### config.mk
export PLATFORM = sky130hd
export DESIGN_NAME = btn_conditioner
export DESIGN_NICKNAME = d
export VERILOG_FILES = /design/src/rtl/btn_conditioner.sv
export SDC_FILE = /design/constraint.sdc
export NUM_CORES = 1
export LEC_CHECK = 0
export ABC_AREA = 1
export BUFFER_PORTS_ARGS = -buffer_cell sky130_fd_sc_hd__buf_2
export CORE_ASPECT_RATIO = 0.5
export CORE_MARGIN = 2
export CORE_UTILIZATION = 44
export DETAILED_ROUTE_END_ITERATION = 12
export GPL_ROUTABILITY_DRIVEN = 0
export GPL_TIMING_DRIVEN = 0
export HOLD_SLACK_MARGIN = 0.02
export RECOVER_POWER = 100
export SKIP_LAST_GASP = 1
export SLEW_MARGIN = 20
export SYNTH_ARGS = -nofsm -noshare
export SYNTH_HDL_FRONTEND = slang
export SYNTH_SLANG_ARGS = --single-unit
### constraint.sdc
create_clock -name CLK100MHZ -period 4.5 [get_ports CLK100MHZ]
set_input_delay 1.125 -clock CLK100MHZ [delete_from_list [all_inputs] [get_ports CLK100MHZ]]
set_output_delay 1.125 -clock CLK100MHZ [all_outputs]
set_load 0.03 [all_outputs]
### src/rtl/btn_conditioner.sv
// btn_conditioner: per-channel synchroniser, debouncer, press/release pulse generator
// and optional auto-repeat for the board push-buttons.
module btn_conditioner #(
   parameter int               N_BTN        = 5,
   parameter int               DB_CYCLES    = 1_000_000,
   parameter int               REPEAT_DELAY = 50_000_000,
   parameter int               REPEAT_RATE  = 10_000_000,
   parameter logic [N_BTN-1:0] REPEAT_MASK  = '0
) (
   input  logic             CLK100MHZ,
   input  logic             reset,
   input  logic             enable,
   input  logic [N_BTN-1:0] btn_in,
   output logic [N_BTN-1:0] btn_level,
   output logic [N_BTN-1:0] btn_press,
   output logic [N_BTN-1:0] btn_release
);
   localparam int DBW     = $clog2(DB_CYCLES + 1);
   localparam int RPT_MAX = (REPEAT_DELAY > REPEAT_RATE) ? REPEAT_DELAY : REPEAT_RATE;
   localparam int RW      = $clog2(RPT_MAX + 1);
   localparam logic [DBW-1:0] DB_LAST = DBW'(DB_CYCLES - 1);
   localparam logic [RW-1:0]  RD_LAST = RW'(REPEAT_DELAY - 1);
   localparam logic [RW-1:0]  RR_LAST = RW'(REPEAT_RATE - 1);

   typedef enum logic [1:0] {IDLE, WAIT, RPT} rpt_state_e;

   for (genvar i = 0; i < N_BTN; i++) begin : g_ch
      logic           s1_q, s2_q, stable_q, stable_d;
      logic           press_q, press_d, release_q, release_d;
      logic           accept, rpt_fire;
      logic [DBW-1:0] db_cnt_q, db_cnt_d;
      logic [RW-1:0]  rpt_cnt_q, rpt_cnt_d;
      rpt_state_e     state_q, state_d;

      always_comb begin
         accept    = (s2_q != stable_q) && (db_cnt_q == DB_LAST);
         stable_d  = accept ? s2_q : stable_q;
         db_cnt_d  = (s2_q == stable_q || accept) ? '0 : db_cnt_q + 1'b1;
         state_d   = state_q;
         rpt_cnt_d = rpt_cnt_q + 1'b1;
         rpt_fire  = 1'b0;
         // Looking at stable_d lets a release on a repeat boundary suppress that repeat.
         if (!REPEAT_MASK[i] || !enable || !stable_d) begin
            state_d   = IDLE;
            rpt_cnt_d = '0;
         end else if (state_q == IDLE) begin
            rpt_cnt_d = '0;
            state_d   = accept ? WAIT : IDLE;
         end else if (rpt_cnt_q == ((state_q == WAIT) ? RD_LAST : RR_LAST)) begin
            rpt_fire  = 1'b1;
            rpt_cnt_d = '0;
            state_d   = RPT;
         end
         press_d   = enable && ((accept && s2_q) || rpt_fire);
         release_d = enable && accept && !s2_q;
      end

      always_ff @(posedge CLK100MHZ or posedge reset) begin
         if (reset) begin
            s1_q      <= 1'b0;
            s2_q      <= 1'b0;
            stable_q  <= 1'b0;
            press_q   <= 1'b0;
            release_q <= 1'b0;
            db_cnt_q  <= '0;
            rpt_cnt_q <= '0;
            state_q   <= IDLE;
         end else begin
            s1_q      <= btn_in[i];
            s2_q      <= s1_q;
            stable_q  <= stable_d;
            press_q   <= press_d;
            release_q <= release_d;
            db_cnt_q  <= db_cnt_d;
            rpt_cnt_q <= rpt_cnt_d;
            state_q   <= state_d;
         end
      end

      assign btn_level[i]   = stable_q;
      assign btn_press[i]   = press_q;
      assign btn_release[i] = release_q;
   end
endmodule

# Yosys cells after proc, flatten, opt, wreduce, memory -nomap -nowiden
# Index checks and enable logic that the tools add are counted.
# totals
reg_bits	125
output_inout_bits	15
wordCells	90
# classes
n_addsub	5
n_eq_ne	15
n_mux	5
reduce_logical	35
# op_table
operator	count
20-bit by 1-bit adder with 20-bit output, second input constant	5
20-bit equality test, second input constant	5
20-bit 2-to-1 mux	5
1-bit logical AND	25
1-bit equality test	5
1-bit zero test	5
1-bit logical OR	5
1-bit != test	5

# Depth between registers and ports, before layout
# Gate-level depths: netlist of the first run.
# depth
word_depth	4
depth_mapped	9
depth_no_buf	9

# Worst setup path before layout of the first run
# OpenSTA, ideal clock, no wires.
# synth_path
kind	register to output
startpoint	register g_ch[0].stable_q
endpoint	output port btn_level[0]
arrival_ns	0.539
required_ns	3.375
path_slack_ns	2.836
path_stages_with_launch	2
cell_sequence	dfrtp_1 > buf_4
# synth_lines
element	line_no	text
from (decl)	28	logic s1_q, s2_q, stable_q, stable_d;
from (signal assigned)	71	stable_q <= stable_d;
to (decl)	14	output logic [N_BTN-1:0] btn_level,
# No word-level cell between the ends.

# Worst setup path after layout of the first run
# layout_path
startpoint	register g_ch[0].db_cnt_q[0]
endpoint	register g_ch[0].db_cnt_q[17]
# layout_via
elab_chain_cells	4
elab_cells_between_ends	5
cone_classes	add/sub: 1; eq/ne: 1; mux: 1; reduce/logical: 2
# layout_lines
element	line_no	text
from (decl)	31	logic [DBW-1:0] db_cnt_q, db_cnt_d;
from (signal assigned)	74	db_cnt_q <= db_cnt_d;
parallel branches: the longest is 3 deep, another holds 20-bit by 1-bit adder with 20-bit output	n/a	
20-bit 2-to-1 mux (*)	38	db_cnt_d = (s2_q == stable_q || accept) ? '0 : db_cnt_q + 1'b1;
via g_ch[0].db_cnt_d[17]	31	
# Mark *: on every way through the listed nets, which the timed path passes.
# A chain may end at the register's enable or synchronous reset.

==> impl_metrics.ini, run 1 <==
[status]
outcome = complete, no violations

[power]
p_seq_share_pct = 44.7
p_comb_share_pct = 2.8
ir_worst_vdd_mv = 0.295
internal-power_uw = 1990
leakagePower_uw = 0.00338
power_frac_clock_pct = 52.5
p_switching_uw = 584
switching_share_pct = 22.7
p_per_area_nw_per_um2 = 343

[placement]
hpwlAfterDp_mm = 9.57
placed_cells = 1098
numPortBuffers = 22

[logic_synthesis]
synth_fp_nets = 890
synth_top_area_cell = dfrtp_1
syn_inst = 877
yosys.area_share.simple_pct = 36.3
syn_avg_cell_area_um2 = 7.67
synth_compound_area_share_pct = 1.49
synth_flop_cell = dfrtp_1
synthArstFlopShare_pct = 100
synth-xor-area-share_pct = 6.90
synthTopCellsByArea = dfrtp_1 (47%), nor2_1 (12%), nand2_1 (11%)
synth_top_family_by_area = simple AND/OR/NAND/NOR gates
synthAdderAreaFrac_pct = 0.931
ys_top_cells_by_count = nor2_1 (222), nand2_1 (205), dfrtp_1 (125), inv_1 (93), nand3_1 (70)
ys_seq_area_share_pct = 46.5
muxShareOfSynthArea_pct = 0
syn_area_um2 = 6720
netlist.area_leader.share_pct = 46.5
synth_seq_cells = 125
yosysMostFrequentCell = nor2_1
synth-edff-count = 0
synthDistinctLibCells = 27
ys.warnings.count = 0

[clock_network]
cts_made_buffers = 17
cts_tree = built
clkTransAtPathRegs_ns = 0.06
ctsLongestPathBuffers = 2
cts_resized = 0
clock-sinks = 125
h-tree-depth = 4
cts_hold_buf = 0
post_cts_buffers = 0
clkLatencyLatePin_ns = 0.41
ctsRootBufferMaster = clkbuf_16

[sta]
period_share_pct = 52.7
final.setup_skew_ns = 0.0130
finalSetupTns_ns = 0
relSlewSlack_pct = 16.7
hold_viol_final = 0
rsz0062_at_grt = no
fmax_mhz = 421
worst_pin_slew_ns = 1.24
slew_violations = 0
period_minus_slack_ns = 2.37
timing.hold.ws_ns = 0.347
finalSetupViolations = 0

[worst_setup_path]
startpoint_type = flop
required_ns = 4.77
path_class = flop to flop
path_max_fanout = 10
endpoint_kind = flop
arrival_ns = 2.65

[route]
routed_wl_mm = 13.3
wl_met1_mm = 6.78
wl_met3_um = 401
firstDrtPassIters = 5
avgViaCountPerCell = 4.70
routedWlPerCell_um = 11.7
dr.max_layer_used = met4
antenna_left = 0
met2_length_mm = 5.91
via_count = 5311
drt_iter0_drc = 341
drc = 0

[floorplanning]
die_x_um = 179
dieArea_um2 = 16300
floorplan.initialDensity_pct = 45.7
fp.dieH_um = 91.4
coreArea_um2 = 14700
io_pins = 23
row_count = 31

[global_routing]
grt_max_degree = 102
grt_pass1_vias = 5017
grt_pass1_wl_mm = 23.3
grt.overflow.total = 0
track_usage_pct = 17.9
antenna_found_initial = 0

[finish]
drive_gt1_share_pct = 7.62
final_cells = 1130
post-route-util_pct = 51.1
synthToLayoutAreaGrowth_pct = 11.7
n_antenna_cell = 0
fillerInstances = 1388
nets = 932

[hold_path]
hold_path_class = flop to flop

[flow_run]
cap_violations = 0
[worst paths after layout]
check                                                   start                              to  slack, ns  depth (start not counted)
worst max register to register  g_ch[0].db_cnt_q[0]$_DFF_PP0_  g_ch[0].db_cnt_q[17]$_DFF_PP0_       2.13                          7
worst min register to register         g_ch[0].s1_q$_DFF_PP0_          g_ch[0].s2_q$_DFF_PP0_       0.35                          0
worst min-delay path                   g_ch[0].s1_q$_DFF_PP0_          g_ch[0].s2_q$_DFF_PP0_       0.35                          0
max in group asynchronous                               reset   g_ch[3].db_cnt_q[4]$_DFF_PP0_       2.57                          3
min in group asynchronous                               reset    g_ch[1].stable_q$_DFFE_PP0N_       0.95                          2
worst max-delay path            g_ch[0].db_cnt_q[0]$_DFF_PP0_  g_ch[0].db_cnt_q[17]$_DFF_PP0_       2.13                          7
[registers in the layout, summed over array words and instances (netlist names)]
register,cells
g_ch.stable_q,5
g_ch.db_cnt_q,100
g_ch.s2_q,5
g_ch.press_q,5
g_ch.s1_q,5
g_ch.release_q,5
[per-stage QoR]
step | worst slack [ns] | total power, uW | instance area [um^2]
after CTS | 2.24 | 2620 | 7700
final | 2.13 | 2580 | 7510
after global placement | -1.47 | 1250 | 7080
after detailed placement | 2.48 | 1260 | 7120
after global routing | 1.83 | 2680 | 7510
after floorplan | 0.0474 | 1230 | 6720
[power groups by stage]
stage               Combinational (uW)  Sequential, uW  Clock [uW]
finish                            72.0            1150        1350
global placement                  78.2            1170           0
detailed placement                83.5            1170           0
floorplan                         57.5            1170           0
CTS                               83.7            1150        1380
global route                      87.0            1150        1440
[critical path, stage by stage (launching register included)]
cell,delay (ns)
dfrtp_1,0.40
ha_1,0.23
nand2_1,0.12
nor2_1,0.31
nand3_1,0.28
nand2_1,0.37
clkbuf_1,0.43
nor2_1,0.10
[logic make-up (layout without fill, tap and decap cells)]
logic type | after synthesis | in the layout
AO/OA/AOI/OAI | 18 | 18
XOR/XNOR | 53 | 53
adder cells (fa/ha/maj) | 5 | 5
buffers and inverters | 116 | 171
flip-flops | 125 | 125
AND/OR/NAND/NOR | 560 | 560
[routing by layer]
layer / vias to the layer above / track usage [%]
met1: 2445 / 24.6
met3: 13 / 3.81
li1: 2773 / -
met2: 80 / 28.4
met4: 0 / 5.62
met5: - / 0
[layout by cell type (no fill, tap or decap), types with 5 or more instances in the layout]
cell       count
a21oi_1        5
buf_2          6
buf_4         15
clkbuf_1      22
clkbuf_16     17
dfrtp_1      125
ha_1           5
inv_1         92
nand2_1      216
nand3_1       74
nand4_1        7
nor2_1       227
nor3_1        18
o21ai_0        9
or2_2          5
xnor2_1       22
xor2_1        31
[final cells by class]
type / count / area [um^2] / share of cell area, %
buffer: 20 / 131 / 1.75
timing repair buffer: 23 / 118 / 1.57
tap: 198 / 248 / 3.30
sequential: 125 / 3130 / 41.7
clock buffer: 19 / 443 / 5.90
inverter: 96 / 362 / 4.82
multi-input combinational: 636 / 2940 / 39.1
clock inverter: 13 / 140 / 1.87
No activity file was read; power rests on OpenSTA's default activity.
==> run 2, diff against run 1 <==
==> constraint.sdc (replaced) <==
create_clock -name CLK100MHZ -period 2 [get_ports CLK100MHZ]
set_input_delay 0.5 -clock CLK100MHZ [delete_from_list [all_inputs] [get_ports CLK100MHZ]]
set_output_delay 0.5 -clock CLK100MHZ [all_outputs]
set_load 0.03 [all_outputs]
==> impl_metrics.ini, run 2 (synthesized netlist as in run 1, its figures left out) <==
[clock_network]
clkTransAtPathRegs_ns = 0.06
cts_made_buffers = 17
ctsLongestPathBuffers = 2
ctsRootBufferMaster = clkbuf_16
post_cts_buffers = 0
cts_hold_buf = 0
clkLatencyLatePin_ns = 0.41
h-tree-depth = 4
clock-sinks = 125
cts_resized = 0
cts_tree = built

[finish]
n_antenna_cell = 0
largest_register_ffs = 100
synthToLayoutAreaGrowth_pct = 13.7
register_area_um2 = 3130
layout_common_cells = nor2_1 (226), nand2_1 (211), dfrtp_1 (125)
top_register = g_ch.db_cnt_q
nets = 935
layout_commonest_cell = nor2_1
multi_input_area_um2 = 3000
post-route-util_pct = 52.0
fillerInstances = 1390
drive_gt1_share_pct = 9.41

[global_routing]
grt_pass1_wl_mm = 23.5
antenna_found_initial = 0
grt_pass1_vias = 5057
track_usage_pct = 17.9
grt_max_degree = 32
grt.overflow.total = 0

[flow_run]
cap_violations = 0

[route]
routedWlPerCell_um = 11.8
avgViaCountPerCell = 4.68
drc = 0
firstDrtPassIters = 5
drt_iter0_drc = 332
routed_wl_mm = 13.3
antenna_left = 0
via_count = 5306

[floorplanning]
coreArea_um2 = 14700
io_pins = 23
fp.dieH_um = 91.4
floorplan.initialDensity_pct = 45.7
row_count = 31
die_x_um = 179
dieArea_um2 = 16300

[power]
ir_worst_vdd_mv = 0.640
total_power_uw = 5810
internal-power_uw = 4490
p_switching_uw = 1320
p_seq_share_pct = 44.7
p_per_area_nw_per_um2 = 760
switching_share_pct = 22.7
p_comb_share_pct = 3.2
leakagePower_uw = 0.00345
power_frac_clock_pct = 52.1

[placement]
hpwlAfterDp_mm = 9.76
numPortBuffers = 22
place_ws_ns = 0.324

[sta]
setup_slack_ns = 0.254
slew_violations = 0
worst_pin_slew_ns = 1.43
final.setup_skew_ns = 0.00909
timing.hold.ws_ns = 0.194
fmax_mhz = 573
relSlewSlack_pct = 3.93
finalSetupTns_ns = 0
finalSetupViolations = 0
hold_viol_final = 0
period_share_pct = 87.3
period_minus_slack_ns = 1.75
rsz0062_at_grt = no

[worst_setup_path]
startpoint_type = flop
endpoint_kind = flop
arrival_ns = 2.04
path_class = flop to flop
path_max_fanout = 10
required_ns = 2.29

[hold_path]
hold_path_class = input pin to flop

[status]
outcome = complete, no violations
run 2: cell type report:
class                   count  share of cell area [%]
multi-input cells         636                    39.3
well taps                 198                    3.24
flip-flops and latches    125                    40.9
inverters                  96                    4.73
clock buffers              18                    5.75
plain buffers              20                    2.05
repair buffers             26                    2.18
clock inverters            14                    1.88
run 2: final timing paths:
path                                                   to  cells past startpoint                     startpoint  slack, ns
setup / recovery            g_ch[2].db_cnt_q[5]$_DFF_PP0_                      7  g_ch[2].db_cnt_q[0]$_DFF_PP0_       0.25
hold / removal                     g_ch[4].s1_q$_DFF_PP0_                      1                      btn_in[4]       0.19
setup reg to reg            g_ch[2].db_cnt_q[5]$_DFF_PP0_                      7  g_ch[2].db_cnt_q[0]$_DFF_PP0_       0.25
hold reg to reg                    g_ch[0].s2_q$_DFF_PP0_                      0         g_ch[0].s1_q$_DFF_PP0_       0.35
max in group asynchronous       g_ch[2].press_q$_DFF_PP0_                      5                          reset       0.47
min in group asynchronous  g_ch[1].db_cnt_q[15]$_DFF_PP0_                      2                          reset       0.41
run 2: power groups by stage:
stage                     clock network (uW)  logic, uW  registers (uW)
final                                   3030        187            2590
after global routing                    3200        219            2600
after CTS                               3090        204            2590
after detailed placement                   0        203            2640
after global placement                     0        177            2640
after floorplan                            0        130            2630
run 2: layer usage:
layer	wire length, um	part of all wire, %	GRT usage (%)	up-vias
met4	111	0.83	5.56	0
met2	5810	44	27.1	74
met3	412	3.1	3.43	8
met1	6990	52	25.8	2445
li1	-	-	-	2779
met5	0	0	0	-
run 2: critical path: stages, from the launching register on:
cell,delay (ns)
dfrtp_1,0.40
ha_1,0.23
nand2_1,0.14
nor2_4,0.15
nand3_1,0.27
nand2_4,0.22
buf_6,0.16
nor2_1,0.05
run 2: per-stage QoR:
| step | instances | area (um^2) |
|---|---|---|
| 2_1_floorplan | 877 | 6730 |
| 3_3_place_gp | 1097 | 7080 |
| 5_1_grt | 1133 | 7640 |
| 6_report | 1133 | 7640 |
| 4_1_cts | 1133 | 7760 |
| 3_5_place_dp | 1101 | 7180 |
